### config.mk
export PLATFORM = sky130hd
export DESIGN_NAME = kmeans_mem_arbiter_flat
export DESIGN_NICKNAME = d
export VERILOG_FILES = /design/src/rtl/kmeans_mem_arbiter_if.sv /design/src/rtl/kmeans_mem_arbiter.sv /design/src/flat_wrapper.sv
export SDC_FILE = /design/constraint.sdc
export NUM_CORES = 1
export LEC_CHECK = 0
export CAP_MARGIN = 20
export CORE_AREA = 5 5 93 95
export CTS_BUF_LIST = sky130_fd_sc_hd__clkbuf_8
export DETAILED_ROUTE_END_ITERATION = 10
export DIE_AREA = 0 0 98 100
export GPL_ROUTABILITY_DRIVEN = 0
export PLACE_DENSITY = 0.81
export SLEW_MARGIN = 20
export SYNTH_ARGS = -nofsm -noshare
export SYNTH_HDL_FRONTEND = slang
export SYNTH_SLANG_ARGS = --single-unit
### constraint.sdc
create_clock -name clk -period 4.7 [get_ports clk]
set_input_delay 0.94 -clock clk [delete_from_list [all_inputs] [get_ports clk]]
set_output_delay 0.94 -clock clk [all_outputs]
set_load 0.01 [all_outputs]
### src/rtl/kmeans_mem_arbiter_if.sv
// Bundle of the k-means sample-SRAM arbiter: load stream, two requesters, SRAM bus.
// Handshake: r*_req (with addr/we/wdata) is held until r*_gnt is high in the same cycle; that cycle is the transfer; a read returns one r*_rvalid pulse two cycles after the grant.
interface kmeans_mem_arbiter_if #(
  parameter int DATA_W = 16,
  parameter int ADDR_W = 12
);
  logic              clear;
  logic              in_valid;
  logic [DATA_W-1:0] in_data;
  logic              load_done;

  logic              r0_req;
  logic [ADDR_W-1:0] r0_addr;
  logic              r0_gnt;
  logic              r0_rvalid;
  logic [DATA_W-1:0] r0_rdata;

  logic              r1_req;
  logic              r1_we;
  logic [ADDR_W-1:0] r1_addr;
  logic [DATA_W-1:0] r1_wdata;
  logic              r1_gnt;
  logic              r1_rvalid;
  logic [DATA_W-1:0] r1_rdata;

  logic              mem_cs;
  logic              mem_we;
  logic [ADDR_W-1:0] mem_addr;
  logic [DATA_W-1:0] mem_wdata;
  logic [DATA_W-1:0] mem_rdata;

  modport slave (
    input  clear, in_valid, in_data,
    input  r0_req, r0_addr,
    input  r1_req, r1_we, r1_addr, r1_wdata,
    input  mem_rdata,
    output load_done,
    output r0_gnt, r0_rvalid, r0_rdata,
    output r1_gnt, r1_rvalid, r1_rdata,
    output mem_cs, mem_we, mem_addr, mem_wdata
  );

  modport master (
    output clear, in_valid, in_data,
    output r0_req, r0_addr,
    output r1_req, r1_we, r1_addr, r1_wdata,
    output mem_rdata,
    input  load_done,
    input  r0_gnt, r0_rvalid, r0_rdata,
    input  r1_gnt, r1_rvalid, r1_rdata,
    input  mem_cs, mem_we, mem_addr, mem_wdata
  );
endinterface

### src/rtl/kmeans_mem_arbiter.sv
// Sample-SRAM owner: sequential load of N_WORDS, then R0/R1 arbitration (round-robin).
// Define KMEANS_ARB_FIXED_PRIO_EN to make R1 always win a conflict instead.
module kmeans_mem_arbiter #(
  parameter int DATA_W  = 16,
  parameter int ADDR_W  = 12,
  parameter int N_WORDS = 4096
) (
  input  logic                clk,
  input  logic                rst,
  kmeans_mem_arbiter_if.slave bus,
  output logic [1:0]          state_dbg
);

  typedef enum logic [1:0] {
    ST_IDLE  = 2'd0,
    ST_LOAD  = 2'd1,
    ST_LAST  = 2'd2,
    ST_SERVE = 2'd3
  } state_t;

  localparam logic [ADDR_W-1:0] LAST_ADDR = ADDR_W'(N_WORDS - 1);

  state_t            state, state_nxt;
  logic [ADDR_W-1:0] wptr;
  logic              load_wr;
  logic              gnt0, gnt1;

  logic              mem_cs_q, mem_we_q;
  logic [ADDR_W-1:0] mem_addr_q;
  logic [DATA_W-1:0] mem_wdata_q;
  logic              rd0_s1, rd1_s1;
  logic              r0_rvalid_q, r1_rvalid_q;
  logic [DATA_W-1:0] r0_hold, r1_hold;

`ifndef KMEANS_ARB_FIXED_PRIO_EN
  logic              rr_last;  // 0: R0 granted last, 1: R1 granted last
`endif

  always_ff @(posedge clk or posedge rst) begin
    if (rst) state <= ST_IDLE;
    else     state <= state_nxt;
  end

  // ST_LAST covers the cycle the final load word is on the SRAM bus, so
  // serving (and load_done) begins only once that write has been issued.
  always_comb begin
    state_nxt = state;
    load_wr   = 1'b0;
    gnt0      = 1'b0;
    gnt1      = 1'b0;
    if (bus.clear) begin
      state_nxt = ST_IDLE;
    end else begin
      case (state)
        ST_IDLE, ST_LOAD: begin
          if (bus.in_valid) begin
            load_wr   = 1'b1;
            state_nxt = (wptr == LAST_ADDR) ? ST_LAST : ST_LOAD;
          end
        end
        ST_LAST: state_nxt = ST_SERVE;
        ST_SERVE: begin
          if (bus.r0_req && bus.r1_req) begin
`ifdef KMEANS_ARB_FIXED_PRIO_EN
            gnt1 = 1'b1;
`else
            gnt0 = rr_last;
            gnt1 = ~rr_last;
`endif
          end else begin
            gnt0 = bus.r0_req;
            gnt1 = bus.r1_req;
          end
        end
        default: state_nxt = ST_IDLE;
      endcase
    end
  end

`ifndef KMEANS_ARB_FIXED_PRIO_EN
  always_ff @(posedge clk or posedge rst) begin
    if (rst)            rr_last <= 1'b1;
    else if (bus.clear) rr_last <= 1'b1;
    else if (gnt0)      rr_last <= 1'b0;
    else if (gnt1)      rr_last <= 1'b1;
  end
`endif

  always_ff @(posedge clk or posedge rst) begin
    if (rst) begin
      wptr        <= '0;
      mem_cs_q    <= 1'b0;
      mem_we_q    <= 1'b0;
      mem_addr_q  <= '0;
      mem_wdata_q <= '0;
      rd0_s1      <= 1'b0;
      rd1_s1      <= 1'b0;
      r0_rvalid_q <= 1'b0;
      r1_rvalid_q <= 1'b0;
    end else if (bus.clear) begin
      wptr        <= '0;
      mem_cs_q    <= 1'b0;
      mem_we_q    <= 1'b0;
      rd0_s1      <= 1'b0;
      rd1_s1      <= 1'b0;
      r0_rvalid_q <= 1'b0;
      r1_rvalid_q <= 1'b0;
    end else begin
      mem_cs_q <= load_wr | gnt0 | gnt1;
      mem_we_q <= load_wr | (gnt1 & bus.r1_we);
      if (load_wr) begin
        mem_addr_q  <= wptr;
        mem_wdata_q <= bus.in_data;
        wptr        <= wptr + 1'b1;
      end else if (gnt0) begin
        mem_addr_q  <= bus.r0_addr;
      end else if (gnt1) begin
        mem_addr_q  <= bus.r1_addr;
        mem_wdata_q <= bus.r1_wdata;
      end
      // Two-stage read tag: SRAM cycle, then the cycle its data is returned.
      rd0_s1      <= gnt0;
      rd1_s1      <= gnt1 & ~bus.r1_we;
      r0_rvalid_q <= rd0_s1;
      r1_rvalid_q <= rd1_s1;
    end
  end

  // Read data passes straight through on the rvalid cycle and is held afterwards.
  always_ff @(posedge clk or posedge rst) begin
    if (rst) begin
      r0_hold <= '0;
      r1_hold <= '0;
    end else begin
      if (r0_rvalid_q) r0_hold <= bus.mem_rdata;
      if (r1_rvalid_q) r1_hold <= bus.mem_rdata;
    end
  end

  assign bus.load_done = (state == ST_SERVE);
  assign bus.r0_gnt    = gnt0;
  assign bus.r1_gnt    = gnt1;
  assign bus.r0_rvalid = r0_rvalid_q;
  assign bus.r1_rvalid = r1_rvalid_q;
  assign bus.r0_rdata  = r0_rvalid_q ? bus.mem_rdata : r0_hold;
  assign bus.r1_rdata  = r1_rvalid_q ? bus.mem_rdata : r1_hold;
  assign bus.mem_cs    = mem_cs_q;
  assign bus.mem_we    = mem_we_q;
  assign bus.mem_addr  = mem_addr_q;
  assign bus.mem_wdata = mem_wdata_q;
  assign state_dbg     = state;

endmodule
### src/flat_wrapper.sv
// flat-port wrapper written by rule: the top's interface ports become plain ports
module kmeans_mem_arbiter_flat 
#(
  parameter int DATA_W  = 16,
  parameter int ADDR_W  = 12,
  parameter int N_WORDS = 4096
)
  (clk, rst, state_dbg, bus_clear, bus_in_valid, bus_in_data, bus_r0_req, bus_r0_addr, bus_r1_req, bus_r1_we, bus_r1_addr, bus_r1_wdata, bus_mem_rdata, bus_load_done, bus_r0_gnt, bus_r0_rvalid, bus_r0_rdata, bus_r1_gnt, bus_r1_rvalid, bus_r1_rdata, bus_mem_cs, bus_mem_we, bus_mem_addr, bus_mem_wdata);
  kmeans_mem_arbiter_if #(.DATA_W(DATA_W), .ADDR_W(ADDR_W)) bus_i ();
  input  logic clk;
  input  logic rst;
  output logic [1:0] state_dbg;
  input wire logic [$bits(bus_i.clear)-1:0] bus_clear;
  input wire logic [$bits(bus_i.in_valid)-1:0] bus_in_valid;
  input wire logic [$bits(bus_i.in_data)-1:0] bus_in_data;
  input wire logic [$bits(bus_i.r0_req)-1:0] bus_r0_req;
  input wire logic [$bits(bus_i.r0_addr)-1:0] bus_r0_addr;
  input wire logic [$bits(bus_i.r1_req)-1:0] bus_r1_req;
  input wire logic [$bits(bus_i.r1_we)-1:0] bus_r1_we;
  input wire logic [$bits(bus_i.r1_addr)-1:0] bus_r1_addr;
  input wire logic [$bits(bus_i.r1_wdata)-1:0] bus_r1_wdata;
  input wire logic [$bits(bus_i.mem_rdata)-1:0] bus_mem_rdata;
  output wire logic [$bits(bus_i.load_done)-1:0] bus_load_done;
  output wire logic [$bits(bus_i.r0_gnt)-1:0] bus_r0_gnt;
  output wire logic [$bits(bus_i.r0_rvalid)-1:0] bus_r0_rvalid;
  output wire logic [$bits(bus_i.r0_rdata)-1:0] bus_r0_rdata;
  output wire logic [$bits(bus_i.r1_gnt)-1:0] bus_r1_gnt;
  output wire logic [$bits(bus_i.r1_rvalid)-1:0] bus_r1_rvalid;
  output wire logic [$bits(bus_i.r1_rdata)-1:0] bus_r1_rdata;
  output wire logic [$bits(bus_i.mem_cs)-1:0] bus_mem_cs;
  output wire logic [$bits(bus_i.mem_we)-1:0] bus_mem_we;
  output wire logic [$bits(bus_i.mem_addr)-1:0] bus_mem_addr;
  output wire logic [$bits(bus_i.mem_wdata)-1:0] bus_mem_wdata;
  assign bus_i.clear = bus_clear;
  assign bus_i.in_valid = bus_in_valid;
  assign bus_i.in_data = bus_in_data;
  assign bus_i.r0_req = bus_r0_req;
  assign bus_i.r0_addr = bus_r0_addr;
  assign bus_i.r1_req = bus_r1_req;
  assign bus_i.r1_we = bus_r1_we;
  assign bus_i.r1_addr = bus_r1_addr;
  assign bus_i.r1_wdata = bus_r1_wdata;
  assign bus_i.mem_rdata = bus_mem_rdata;
  assign bus_load_done = bus_i.load_done;
  assign bus_r0_gnt = bus_i.r0_gnt;
  assign bus_r0_rvalid = bus_i.r0_rvalid;
  assign bus_r0_rdata = bus_i.r0_rdata;
  assign bus_r1_gnt = bus_i.r1_gnt;
  assign bus_r1_rvalid = bus_i.r1_rvalid;
  assign bus_r1_rdata = bus_i.r1_rdata;
  assign bus_mem_cs = bus_i.mem_cs;
  assign bus_mem_we = bus_i.mem_we;
  assign bus_mem_addr = bus_i.mem_addr;
  assign bus_mem_wdata = bus_i.mem_wdata;
  kmeans_mem_arbiter #(.DATA_W(DATA_W), .ADDR_W(ADDR_W), .N_WORDS(N_WORDS)) u_core (.clk(clk), .rst(rst), .bus(bus_i), .state_dbg(state_dbg));
endmodule
Word-level counts from Yosys, hierarchy flattened
Cells that the tools add are included.
{ "totals": {"out_inout_bits": 69, "input_bits": 79, "reg_bits": 81, "elab_cells": 71} }
{ "op_classes": {"bitwise": 8, "n_eq_ne": 6, "reduce_logical": 11, "n_mux": 32, "add_sub_neg": 1} }
{ "ops": {"columns": ["operator", "n"], "rows": [
  ["$mux 16", 5],
  ["$mux 12", 5],
  ["$mux 1", 18],
  ["$add 12x1->12 const B", 1],
  ["$eq 12x12->1 const B", 1],
  ["$reduce_bool 3->1", 3],
  ["$mux 2", 3],
  ["$eq 2x2->1 const B", 2],
  ["$pmux 2 s2", 1],
  ["$reduce_and 2->1", 2],
  ["$reduce_bool 2->1", 2],
  ["$ne 3x3->1 const B", 1],
  ["$not 1->1", 3],
  ["$or 1x1->1", 3],
  ["$reduce_and 3->1", 1],
  ["$and 1x1->1", 2],
  ["$eq 2x1->1 const B", 1],
  ["$logic_not 2->1", 1],
  ["$ne 2x1->1 const B", 1],
  ["$reduce_or 2->1", 1],
  ["$logic_and 1x1->1", 1]
]} }

Logic depth before layout (Yosys ltp)
Gate-level depths: netlist of the first run.
{ "depth": {"word_depth": 7, "mapped_depth": 7} }

Least setup slack after synthesis of the first run
OpenSTA, ideal clock, no wires.
{ "synth_path": {"kind": "input to output", "from": "input bus_clear", "to": "output bus_r0_gnt", "n_path_buf": 3, "t_arrival_ps": 1740, "setup_slack_ps": 2020, "required_ps": 3760, "stages": 5, "cell_sequence": "buf_4 > and3b_2 > and3_1 > buf_4 > buf_6"} }
{ "synth_between": {"elab_chain_cells": 1} }
{ "synth_lines": {"columns": ["element", "line_no", "rtl"], "rows": [
  ["from (decl)", "flat_wrapper.sv:13", "input wire logic [$bits(bus_i.clear)-1:0] bus_clear;"],
  ["$mux 1", "kmeans_mem_arbiter.sv:51", "if (bus.clear) begin"],
  ["to (decl)", "flat_wrapper.sv:24", "output wire logic [$bits(bus_i.r0_gnt)-1:0] bus_r0_gnt;"]
]} }
Every way passes these cells.

Worst setup path after layout of the first run
Same ends and word-level chain as after synthesis.

==> results of run 1 <==
==> power groups by stage <==
stage / Sequential (mW) / Combinational [mW] / Clock [mW]
global route: 0.754 / 0.241 / 0.607
CTS: 0.749 / 0.226 / 0.570
finish: 0.749 / 0.223 / 0.555
global placement: 0.762 / 0.221 / 0
floorplan: 0.775 / 0.0615 / 0
detailed placement: 0.762 / 0.225 / 0
==> state kept, by name, summed over array words and instances (netlist names) <==
| name | flops |
|---|---|
| u_core.bus.mem_cs | 1 |
| u_core.state_dbg | 2 |
| u_core.r0_hold | 16 |
| u_core.r1_hold | 16 |
| u_core.rd1_s1 | 1 |
| u_core.bus.mem_wdata | 16 |
| u_core.bus.mem_we | 1 |
| u_core.wptr | 12 |
| u_core.rd0_s1 | 1 |
| u_core.bus.r1_rvalid | 1 |
| u_core.bus.r0_rvalid | 1 |
| u_core.bus.mem_addr | 12 |
| u_core.rr_last | 1 |
==> kinds of logic after synthesis <==
kind of cell / count (synthesis) / synth area share [%]
muxes: 49 / 15.2
buffers and inverters: 21 / 3.58
AOI/OAI and AO/OA: 58 / 11.0
and+or+nand+nor: 64 / 9.73
adders and majority gates: 1 / 0.357
DFF: 81 / 58.0
xor gates and xnor gates: 9 / 2.25
==> metal layers <==
metal,track usage [%],routed length [um]
met1,22.8,3860
met2,33.7,4710
met3,6.39,668
met4,5.11,85
met5,0,0
==> worst register-to-register path, stage by stage (launching register included) <==
cell and delay (ns):
dfrtp_1 0.49, and3b_2 0.28, a31oi_2 0.50, nand2_1 0.44, o211ai_1 0.28
==> layout by cell type (no fill, tap or decap), types with 3 or more instances in the layout <==
cell,instances
clkdlybuf4s50_1,147
dfrtp_1,80
xor2_1,8
o21ai_0,6
buf_4,5
nand2_1,21
nor2_1,14
mux2i_1,17
inv_1,3
nand3_1,4
mux2_2,32
clkbuf_8,10
o21ai_1,22
a2bb2oi_1,11
nand4_1,5
a22oi_1,11
nor3_1,3
==> final cells by class <==
cell class | instances | area (um^2)
flip-flops and latches | 81 | 2030
well taps | 102 | 128
fillers | 562 | 2400
repair buffers | 152 | 1510
clock buffers | 10 | 138
multi-input cells | 181 | 1350
inverters | 3 | 12.5
clock inverters | 6 | 83.8
==> how the worst max path moves through the flow <==
stage | start | end
floorplan | rst | u_core.bus.mem_addr[0]
global placement | bus_clear | bus_r0_gnt
detailed placement | bus_clear | bus_r0_gnt
CTS | bus_clear | bus_r0_gnt
global route | bus_clear | bus_r0_gnt
finish | bus_clear | bus_r0_gnt
==> impl_results.md, run 1 <==
* Number of H-tree levels at 3
* Maximum capacitance violations at 0
* Capturing point of the worst reg2reg path: u_core.bus.mem_addr[0]
* Synth top area cells: dfrtp_1 (57%), mux2_2 (10%), mux2i_1 (4.9%), o21ai_1 (3.1%), a2bb2oi_1 (2.8%)
* Clock tree skew after final layout at 0.00719 ns
* Slew of the pin with the lowest slew margin at 0.900 ns
* Total congestion overflow at 0
* Most common cell in the synthesized netlist: dfrtp_1
* First-pass iteration count of the detailed router at 4
* Worst hold slack across all endpoints at 0.471 ns
* Net switching fraction of the power at a little under a quarter
* Largest area contributor in the netlist: dfrtp_1
* Initial detailed-routing violation count at between 70 and 80
* Number of buffers and inverters on the critical path at 4
* Drt total wl at slightly above 9000 um
* Cells resized by post-CTS repair at 0
* Via count normalized by instance count at 5.17
* Count of flip-flops with a built-in enable after synthesis at 0
* Share of synthesized flip-flops with an asynchronous set or reset at 100%
* Top-area cell type share of the netlist area at 57.2%
* Die ar. at 9800 um^2
* Total via count in the routed design at 2,765
* Average footprint of a synthesized cell at 12.4 um^2
* Syn. warnings at 0
* Post-synthesis instance area at 3500 um^2
* Total clock sinks at ~80
* Initial Util at 45.8%
* #FFs+latches synth at 81
* Max Buffers Root-to-Sink at 2
* Depth of the critical timing path with buffers and inverters included at 6
* Ratio of cells with drive above 1 in the final layout at between 10% and 20%
* Num rows at 32
* Beginning of the worst hold path: u_core.rd0_s1
* Library cells used by synthesis at 44
* Instance count of the mapped netlist at 283
* Core Box Area at 7650 um^2
* Worst path cell trace: clkdlybuf4s50_1, buf_4, and3b_2, and3_1, buf_4, clkdlybuf4s50_1
* Top cell family by delay on the critical path: buffers and inverters
* Number of buffers inserted during clock tree synthesis at 9
* Number of failing setup endpoints in the final timing report at 0
* Internal Power at 1.18 mW
* Largest voltage drop on the vdd net at 0.198 mV
* Worst setup path category: primary input to primary output
* Min-Delay Path Depth at 1
* Source of the worst register-to-register timing path: u_core.state_dbg[1]
* Nets at a little over 500
* Clock tree from TritonCTS: built
* Area of all placed cells without fillers at 5250 um^2
* Ratio of final minimum period to clock period at approximately 79%
* CP Data Required Time at 3.76 ns
* Wire per inst at 17.4 um
* Remaining antenna violation count at 0
* Pwr/cell area at between 200 and 300 nW/um^2
* Number of cells on the worst reg-to-reg path at 4
* Category of the worst setup path launch point: primary input
* Crit. End Element: primary output
* Sequential cell area fraction in the yosys report at 58.0%
* Psw at between 300 and 400 uW
* Area Overhead vs Synth at 49.9%
* Final critical-path setup slack at 0.981 ns
* Flop pwr share at 49.1%
* Leading cell types by count after synthesis: dfrtp_1 (80), mux2_2 (32), o21ai_1 (22), nand2_1 (21), mux2i_1 (17)
* Number of global-route vias before repair at 2,965
* Fmax at 269 MHz
* Number of instances in the placed design at 519
* Final count of hold timing violations at 0
* Final design utilization at 68.6%
* Final sum of negative setup slack at 0 ns
* Antenna Diode Count at 0
* Quantity of hold-fixing buffers added after cts at 0
* HP Class: flop to flop
* Final Power at 1.53 mW
* Non-filler instance count after layout at 535
* Post-CTS setup buffer count at 0
* Worst-skew pair later-pin latency at 0.34 ns
* CP peak stage delay at 0.57 ns
* Tot GR Track Use at between 15 and 20%
* Residual DRC at 0
* Number of slew-limit violations in the final report at 0
* Slowest stage cell, crit path: clkdlybuf4s50_1
* Die W at 98 um
* Time the worst path needs with I/O delays and setup at 3.72 ns
* Share of total power in combinational logic at between 10 and 15%
* Placement-stage worst setup slack at 0.992 ns
* Worst setup slack for register-to-register paths at 2.61 ns
* Setup repair after global routing missed its margin: false
* Die extent in y at 100 um
* Most used DFF post-synth: dfrtp_1
* Pin count of the biggest net entering global routing at 53
* Standby leakage power at 2.37 nW
* CTS clk-pin slew, worst paths at roughly 0.080 ns
* Input/output buffers at 147
* Initial antenna violation count at 0
* Cell at the root of the clock tree: clkbuf_8
* Critical path arrival at 2.78 ns
* Post-synthesis net count at 363
* DP Wirelength at 6940 um
* Relative slew slack at 39.9%
* Destination of the worst hold path: u_core.bus.r0_rvalid
* Top-Level Pins at roughly 150
* Worst-path fanout max at 19
* Placement-stage cell area at 5020 um^2
* Status: completed
* Portion of total power attributed to the clock network at 36.3%
* Global-route wire length before repair at 15,000 um
No activity file was read; power rests on OpenSTA's default activity.
==> inputs of run 2 (changes only) <==
- CORE_AREA: 5 5 93 95 -> 5 5 96 98
- DIE_AREA: 0 0 98 100 -> 0 0 101 103
- PLACE_DENSITY: 0.81 -> 0.76
- clock period: 4.7 -> 3.85 ns (I/O delays scaled with it)
==> run 2 against run 1 <==
Setup slack got worse by 0.16 ns; register-to-register slack got worse by 0.93 ns; highest routed layer unchanged; largest power group unchanged; critical path type unchanged; sequential share of layout area fell by 0.19 points; clock skew rose by 0.0070 ns.
==> impl_results.md, run 2 (synthesis gave the netlist of run 1 again) <==
* Initial antenna violation count at 0 (unchanged)
* Total congestion overflow at 0 (unchanged)
* Slowest stage cell, crit path: clkdlybuf4s50_1 (unchanged)
* Drt total wl at 9520 um (was 9330 um)
* Worst setup path category: primary input to primary output (unchanged)
* Residual DRC at 0 (unchanged)
* Worst-path fanout max at 3 (was 19)
* Relative slew slack at 49.4% (was 39.9%)
* Worst-skew pair later-pin latency at 0.34 ns (about the same)
* Max Buffers Root-to-Sink at 2 (unchanged)
* Clock tree skew after final layout at 0.0142 ns (was 0.00719 ns)
* Largest voltage drop on the vdd net at 0.160 mV (was 0.198 mV)
* Standby leakage power at 2.38 nW (was 2.37 nW)
* Final count of hold timing violations at 0 (unchanged)
* Time the worst path needs with I/O delays and setup at 3.03 ns
* Core Box Area at 8380 um^2 (was 7650 um^2)
* Die extent in y at 103 um (was 100 um)
* HP Class: flop to flop (unchanged)
* Cells resized by post-CTS repair at 0 (unchanged)
* Critical path arrival at 2.26 ns (was 2.78 ns)
* Commonest cells after routing, fill and taps aside: clkdlybuf4s50_1 (147), dfrtp_1 (80), mux2_2 (32) (unchanged)
* Final sum of negative setup slack at 0 ns (unchanged)
* Status: completed (unchanged)
* Nets at 509 (was 508)
* Crit path top cell by count: clkdlybuf4s50_1
* Number of failing setup endpoints in the final timing report at 0 (unchanged)
* Area of all placed cells without fillers at 5270 um^2 (was 5250 um^2)
* Die ar. at 10,400 um^2 (was 9800 um^2)
* Total via count in the routed design at 2,763 (was 2,765)
* Pin count of the biggest net entering global routing at 46 (was 53)
* Remaining antenna violation count at 0 (unchanged)
* Maximum capacitance violations at 0 (unchanged)
* Clock tree from TritonCTS: built (unchanged)
* Number of H-tree levels at 3 (unchanged)
* Initial detailed-routing violation count at 117 (was 75)
* Category of the worst setup path launch point: primary input (unchanged)
* Wire per inst at 17.6 um (was 17.4 um)
* Non-filler instance count after layout at 541 (was 535)
* Die W at 101 um (was 98 um)
* Num rows at 34 (was 32)
* Ratio of final minimum period to clock period at 78.7%
* Area Overhead vs Synth at 50.6% (was 49.9%)
* Filler cells at 673 (was 562)
* Number of global-route vias before repair at 2,853 (was 2,965)
* Top-Level Pins at 148 (unchanged)
* Worst path cell trace: clkdlybuf4s50_1, and3b_2, and3_1, clkdlybuf4s50_1 (was clkdlybuf4s50_1, buf_4, and3b_2, and3_1, buf_4, clkdlybuf4s50_1)
* First-pass iteration count of the detailed router at 4 (unchanged)
* Total clock sinks at 81 (unchanged)
* Placement-stage cell area at 5040 um^2 (was 5020 um^2)
* CTS clk-pin slew, worst paths at 0.08 ns (about the same)
* Antenna Diode Count at 0 (unchanged)
* Slew of the pin with the lowest slew margin at 0.759 ns (was 0.900 ns)
* Final design utilization at 62.9% (was 68.6%)
* Most common library cell in the layout ignoring fill and taps: clkdlybuf4s50_1 (unchanged)
* Input/output buffers at 147 (unchanged)
* Final Power at 1.91 mW (was 1.53 mW)
* Initial Util at 41.8% (was 45.8%)
* Tot GR Track Use at 18.1% (was 19.2%)
* CP peak stage delay at 0.59 ns (was 0.57 ns)
* Setup repair after global routing missed its margin: false (unchanged)
* Area used by sequential logic in the layout at 2030 um^2 (unchanged)
* Via count normalized by instance count at 5.11 (was 5.17)
* Top cell family by delay on the critical path: buffers and inverters (unchanged)
* DP Wirelength at 7000 um (was 6940 um)
* Crit. End Element: primary output (unchanged)
* Cell at the root of the clock tree: clkbuf_8 (unchanged)
* Number of instances in the placed design at 526 (was 519)
* CP Data Required Time at 3.08 ns (was 3.76 ns)
* Post-CTS setup buffer count at 0 (unchanged)
* Pwr/cell area at 363 nW/um^2 (was 291 nW/um^2)
* Quantity of hold-fixing buffers added after cts at 0 (unchanged)
* Global-route wire length before repair at 14,600 um (was 15,000 um)
* Fmax at roughly 330 MHz
* Total area of multi-input combinational cells at 1350 um^2 (unchanged)
* Number of buffers and inverters on the critical path at 2 (was 4)
* Number of slew-limit violations in the final report at 0 (unchanged)
* Number of buffers inserted during clock tree synthesis at 9 (unchanged)
* Ratio of cells with drive above 1 in the final layout at 14.8% (was 14.5%)
==> run 2: report_power, final <==
part / leakage, nW / switching, mW / internal [mW]
Clock: 0.113 / 0.302 / 0.425
Sequential: 1.08 / 0.0244 / 0.890
Combinational: 1.19 / 0.104 / 0.169
Total: 2.38 / 0.430 / 1.48
==> run 2: through the flow <==
step                      setup WS, ns  hold slack [ns]
after CTS                        0.799            0.464
after detailed placement         0.816            0.450
after global placement           0.820            0.447
after global routing             0.745            0.484
final                            0.818            0.462
after floorplan                   1.00            0.439
==> run 2: layout make-up <==
| class | count | share of cell area (%) |
|---|---|---|
| clock buffers | 9 | 2.35 |
| clock inverters | 6 | 2.07 |
| inverters | 3 | 0.237 |
| multi-input cells | 181 | 25.5 |
| flip-flops and latches | 81 | 38.5 |
| well taps | 108 | 2.56 |
| repair buffers | 153 | 28.8 |
==> run 2: final timing paths <==
check,startpoint,slack (ns),cells past startpoint,endpoint
min reg2reg,u_core.rd1_s1,0.46,1,u_core.bus.r1_rvalid
min in group asynchronous,rst,0.77,2,u_core.bus.mem_addr[0]
min,u_core.rd1_s1,0.46,1,u_core.bus.r1_rvalid
max,bus_clear,0.82,4,bus_r0_gnt
max reg2reg,u_core.state_dbg[1],1.68,4,u_core.bus.mem_addr[2]
max in group asynchronous,rst,2.30,3,u_core.rr_last
==> run 2: per-layer routing <==
| layer | vias to the layer above | part of all wire [%] | GRT usage, % |
|---|---|---|---|
| met3 | 10 | 8.2 | 6.22 |
| met5 | - | 0 | 0 |
| li1 | 1304 | - | - |
| met2 | 109 | 47 | 29.6 |
| met4 | 0 | 1.1 | 5.01 |
| met1 | 1340 | 43 | 23.2 |
==> inputs of run 3 (changes only) <==
- CORE_AREA: 5 5 96 98 -> 5 5 100 102
- DIE_AREA: 0 0 101 103 -> 0 0 105 107
- PLACE_DENSITY: 0.76 -> 0.74
- clock period: 3.85 -> 2.5 ns (I/O delays scaled with it)
==> run 3 against run 2 <==
Clock-buffer cell count unchanged; hold slack better by 0.0077 ns; flip-flop and latch count unchanged; non-clock buffer count increased by 8; setup slack got worse by 0.78 ns; largest cell class unchanged; largest power group unchanged; highest routed layer unchanged.
==> impl_results.md, run 3 (synthesis gave the netlist of run 1 again) <==
* Status: completed (unchanged)
* Nets at 517 (was 509)
* Most common library cell in the layout ignoring fill and taps: clkdlybuf4s50_1 (unchanged)
* DP Wirelength at 7290 um (was 7000 um)
* Setup repair after global routing missed its margin: false (unchanged)
* Number of slew-limit violations in the final report at 0 (unchanged)
* Worst path cell trace: clkdlybuf4s50_1, and3b_2, and3_4, clkdlybuf4s50_1 (was clkdlybuf4s50_1, and3b_2, and3_1, clkdlybuf4s50_1)
* Time the worst path needs with I/O delays and setup at 2.46 ns
* Tot GR Track Use at 17.1% (was 18.1%)
* Max Buffers Root-to-Sink at 2 (unchanged)
* Pin count of the biggest net entering global routing at 38 (was 46)
* Number of global-route vias before repair at 2,978 (was 2,853)
* Initial detailed-routing violation count at 87 (was 117)
* Ratio of final minimum period to clock period at 98.3%
* Core Box Area at 9020 um^2 (was 8380 um^2)
* Maximum capacitance violations at 0 (unchanged)
* Number of failing setup endpoints in the final timing report at 0 (unchanged)
* Area Overhead vs Synth at 52.9% (was 50.6%)
* Post-CTS setup buffer count at 0 (unchanged)
* Via count normalized by instance count at 5.06 (was 5.11)
* Global-route wire length before repair at 15,500 um (was 14,600 um)
* First-pass iteration count of the detailed router at 4 (unchanged)
* Total clock sinks at 81 (unchanged)
* CTS clk-pin slew, worst paths at 0.08 ns (about the same)
* Initial Util at 38.8% (was 41.8%)
* Die W at 105 um (was 101 um)
* Quantity of hold-fixing buffers added after cts at 0 (unchanged)
* Number of buffers inserted during clock tree synthesis at 9 (unchanged)
* Ratio of cells with drive above 1 in the final layout at 16.8% (was 14.8%)
* Num rows at 35 (was 34)
* Wire per inst at 17.4 um (was 17.6 um)
* Final count of hold timing violations at 0 (unchanged)
* HP Class: flop to flop (unchanged)
* Initial antenna violation count at 0 (unchanged)
* Worst-path fanout max at 3 (unchanged)
* Die ar. at 11,200 um^2 (was 10,400 um^2)
* Filler cells at 750 (was 673)
* Total via count in the routed design at 2,795 (was 2,763)
* CP Data Required Time at 2.00 ns (was 3.08 ns)
* Worst setup path category: primary input to primary output (unchanged)
* Number of H-tree levels at 3 (unchanged)
* Largest voltage drop on the vdd net at 0.241 mV (was 0.160 mV)
* Remaining antenna violation count at 0 (unchanged)
* Non-filler instance count after layout at 552 (was 541)
* Category of the worst setup path launch point: primary input (unchanged)
* Number of instances in the placed design at 537 (was 526)
* Crit. End Element: primary output (unchanged)
* Fmax at 407 MHz
* Residual DRC at 0 (unchanged)
* Antenna Diode Count at 0 (unchanged)
* Top-Level Pins at 148 (unchanged)
* Crit path top cell by count: clkdlybuf4s50_1 (unchanged)
* Pwr/cell area at 539 nW/um^2 (was 363 nW/um^2)
* Relative slew slack at 61.5% (was 49.4%)
* Standby leakage power at 2.42 nW (was 2.38 nW)
* Commonest cells after routing, fill and taps aside: clkdlybuf4s50_1 (147), dfrtp_1 (80), mux2_2 (32) (unchanged)
* Input/output buffers at 147 (unchanged)
* Worst-skew pair later-pin latency at 0.35 ns (was 0.34 ns)
* Clock tree from TritonCTS: built (unchanged)
* CP peak stage delay at 0.54 ns (was 0.59 ns)
* Cell at the root of the clock tree: clkbuf_8 (unchanged)
* Slew of the pin with the lowest slew margin at 0.576 ns (was 0.759 ns)
* Critical path arrival at 1.96 ns (was 2.26 ns)
* Slowest stage cell, crit path: clkdlybuf4s50_1 (unchanged)
* Clock tree skew after final layout at 0.0172 ns (was 0.0142 ns)
* Die extent in y at 107 um (was 103 um)
* Drt total wl at 9590 um (was 9520 um)
* Cells resized by post-CTS repair at 1 (was 0)
* Final Power at 2.88 mW (was 1.91 mW)
* Total congestion overflow at 0 (unchanged)
run 3: cell types whose count changed in the layout (fill, tap and decap cells not counted):
cell / before / now
buf_4: 6 / 12
buf_12: 0 / 2
clkinv_4: 0 / 2
and3_1: 2 / 1
and3_4: 0 / 1
bufinv_16: 3 / 2
clkinvlp_4: 2 / 1
inv_1: 2 / 1
inv_6: 0 / 1
run 3: final timing paths:
kind / start / to / slack (ns) / cells past startpoint
min in group asynchronous: rst / u_core.r0_hold[7] / 0.57 / 2
max reg2reg: u_core.state_dbg[0] / u_core.bus.mem_addr[2] / 0.77 / 6
min reg2reg: u_core.rd1_s1 / u_core.bus.r1_rvalid / 0.47 / 1
min: u_core.rd1_s1 / u_core.bus.r1_rvalid / 0.47 / 1
max: bus_clear / bus_r0_gnt / 0.04 / 4
max in group asynchronous: rst / u_core.rr_last / 1.30 / 3
run 3: report_power, final:
part | switching (mW) | leakage [nW] | total (mW) | internal, mW
clock network | 0.479 | 0.110 | 1.04 | 0.562
logic | 0.164 | 1.23 | 0.432 | 0.268
registers | 0.0376 | 1.08 | 1.41 | 1.37
total | 0.681 | 2.42 | 2.88 | 2.20
run 3: area by class of cell:
| cell class | count | area (um^2) | area share (%) |
|---|---|---|---|
| Tap cell | 111 | 139 | 2.60 |
| Sequential cell | 81 | 2030 | 37.9 |
| Clock buffer | 9 | 124 | 2.32 |
| Inverter | 3 | 15.0 | 0.281 |
| Multi-Input combinational cell | 181 | 1350 | 25.3 |
| Timing Repair Buffer | 161 | 1600 | 29.9 |
| Clock inverter | 6 | 91.3 | 1.71 |
run 3: metrics by stage:
stage	TNS (ns)	hold WS (ns)	utilization [%]	setup WS, ns	area, um^2
2_1_floorplan	0	0.439	-	0.700	3500
3_3_place_gp	0	0.449	56.9	0.000949	5130
3_5_place_dp	-0.00659	0.454	56.9	-0.00659	5130
4_1_cts	0	0.473	59.3	0.0349	5350
5_1_grt	0	0.514	59.3	0.0211	5350
6_report	0	0.470	59.3	0.0423	5350
run 3: metal layers:
layer  track usage (%)  routed length, um
met1              22.8               4380
met2              27.6               4590
met3              4.76                584
met4              3.93                 37
met5                 0                  0
run 3: worst max-delay path: cells and delay by family:
| kind | cells | cell delay [ns] |
|---|---|---|
| buf+inv | 2 | 0.95 |
| simple gates | 2 | 0.50 |
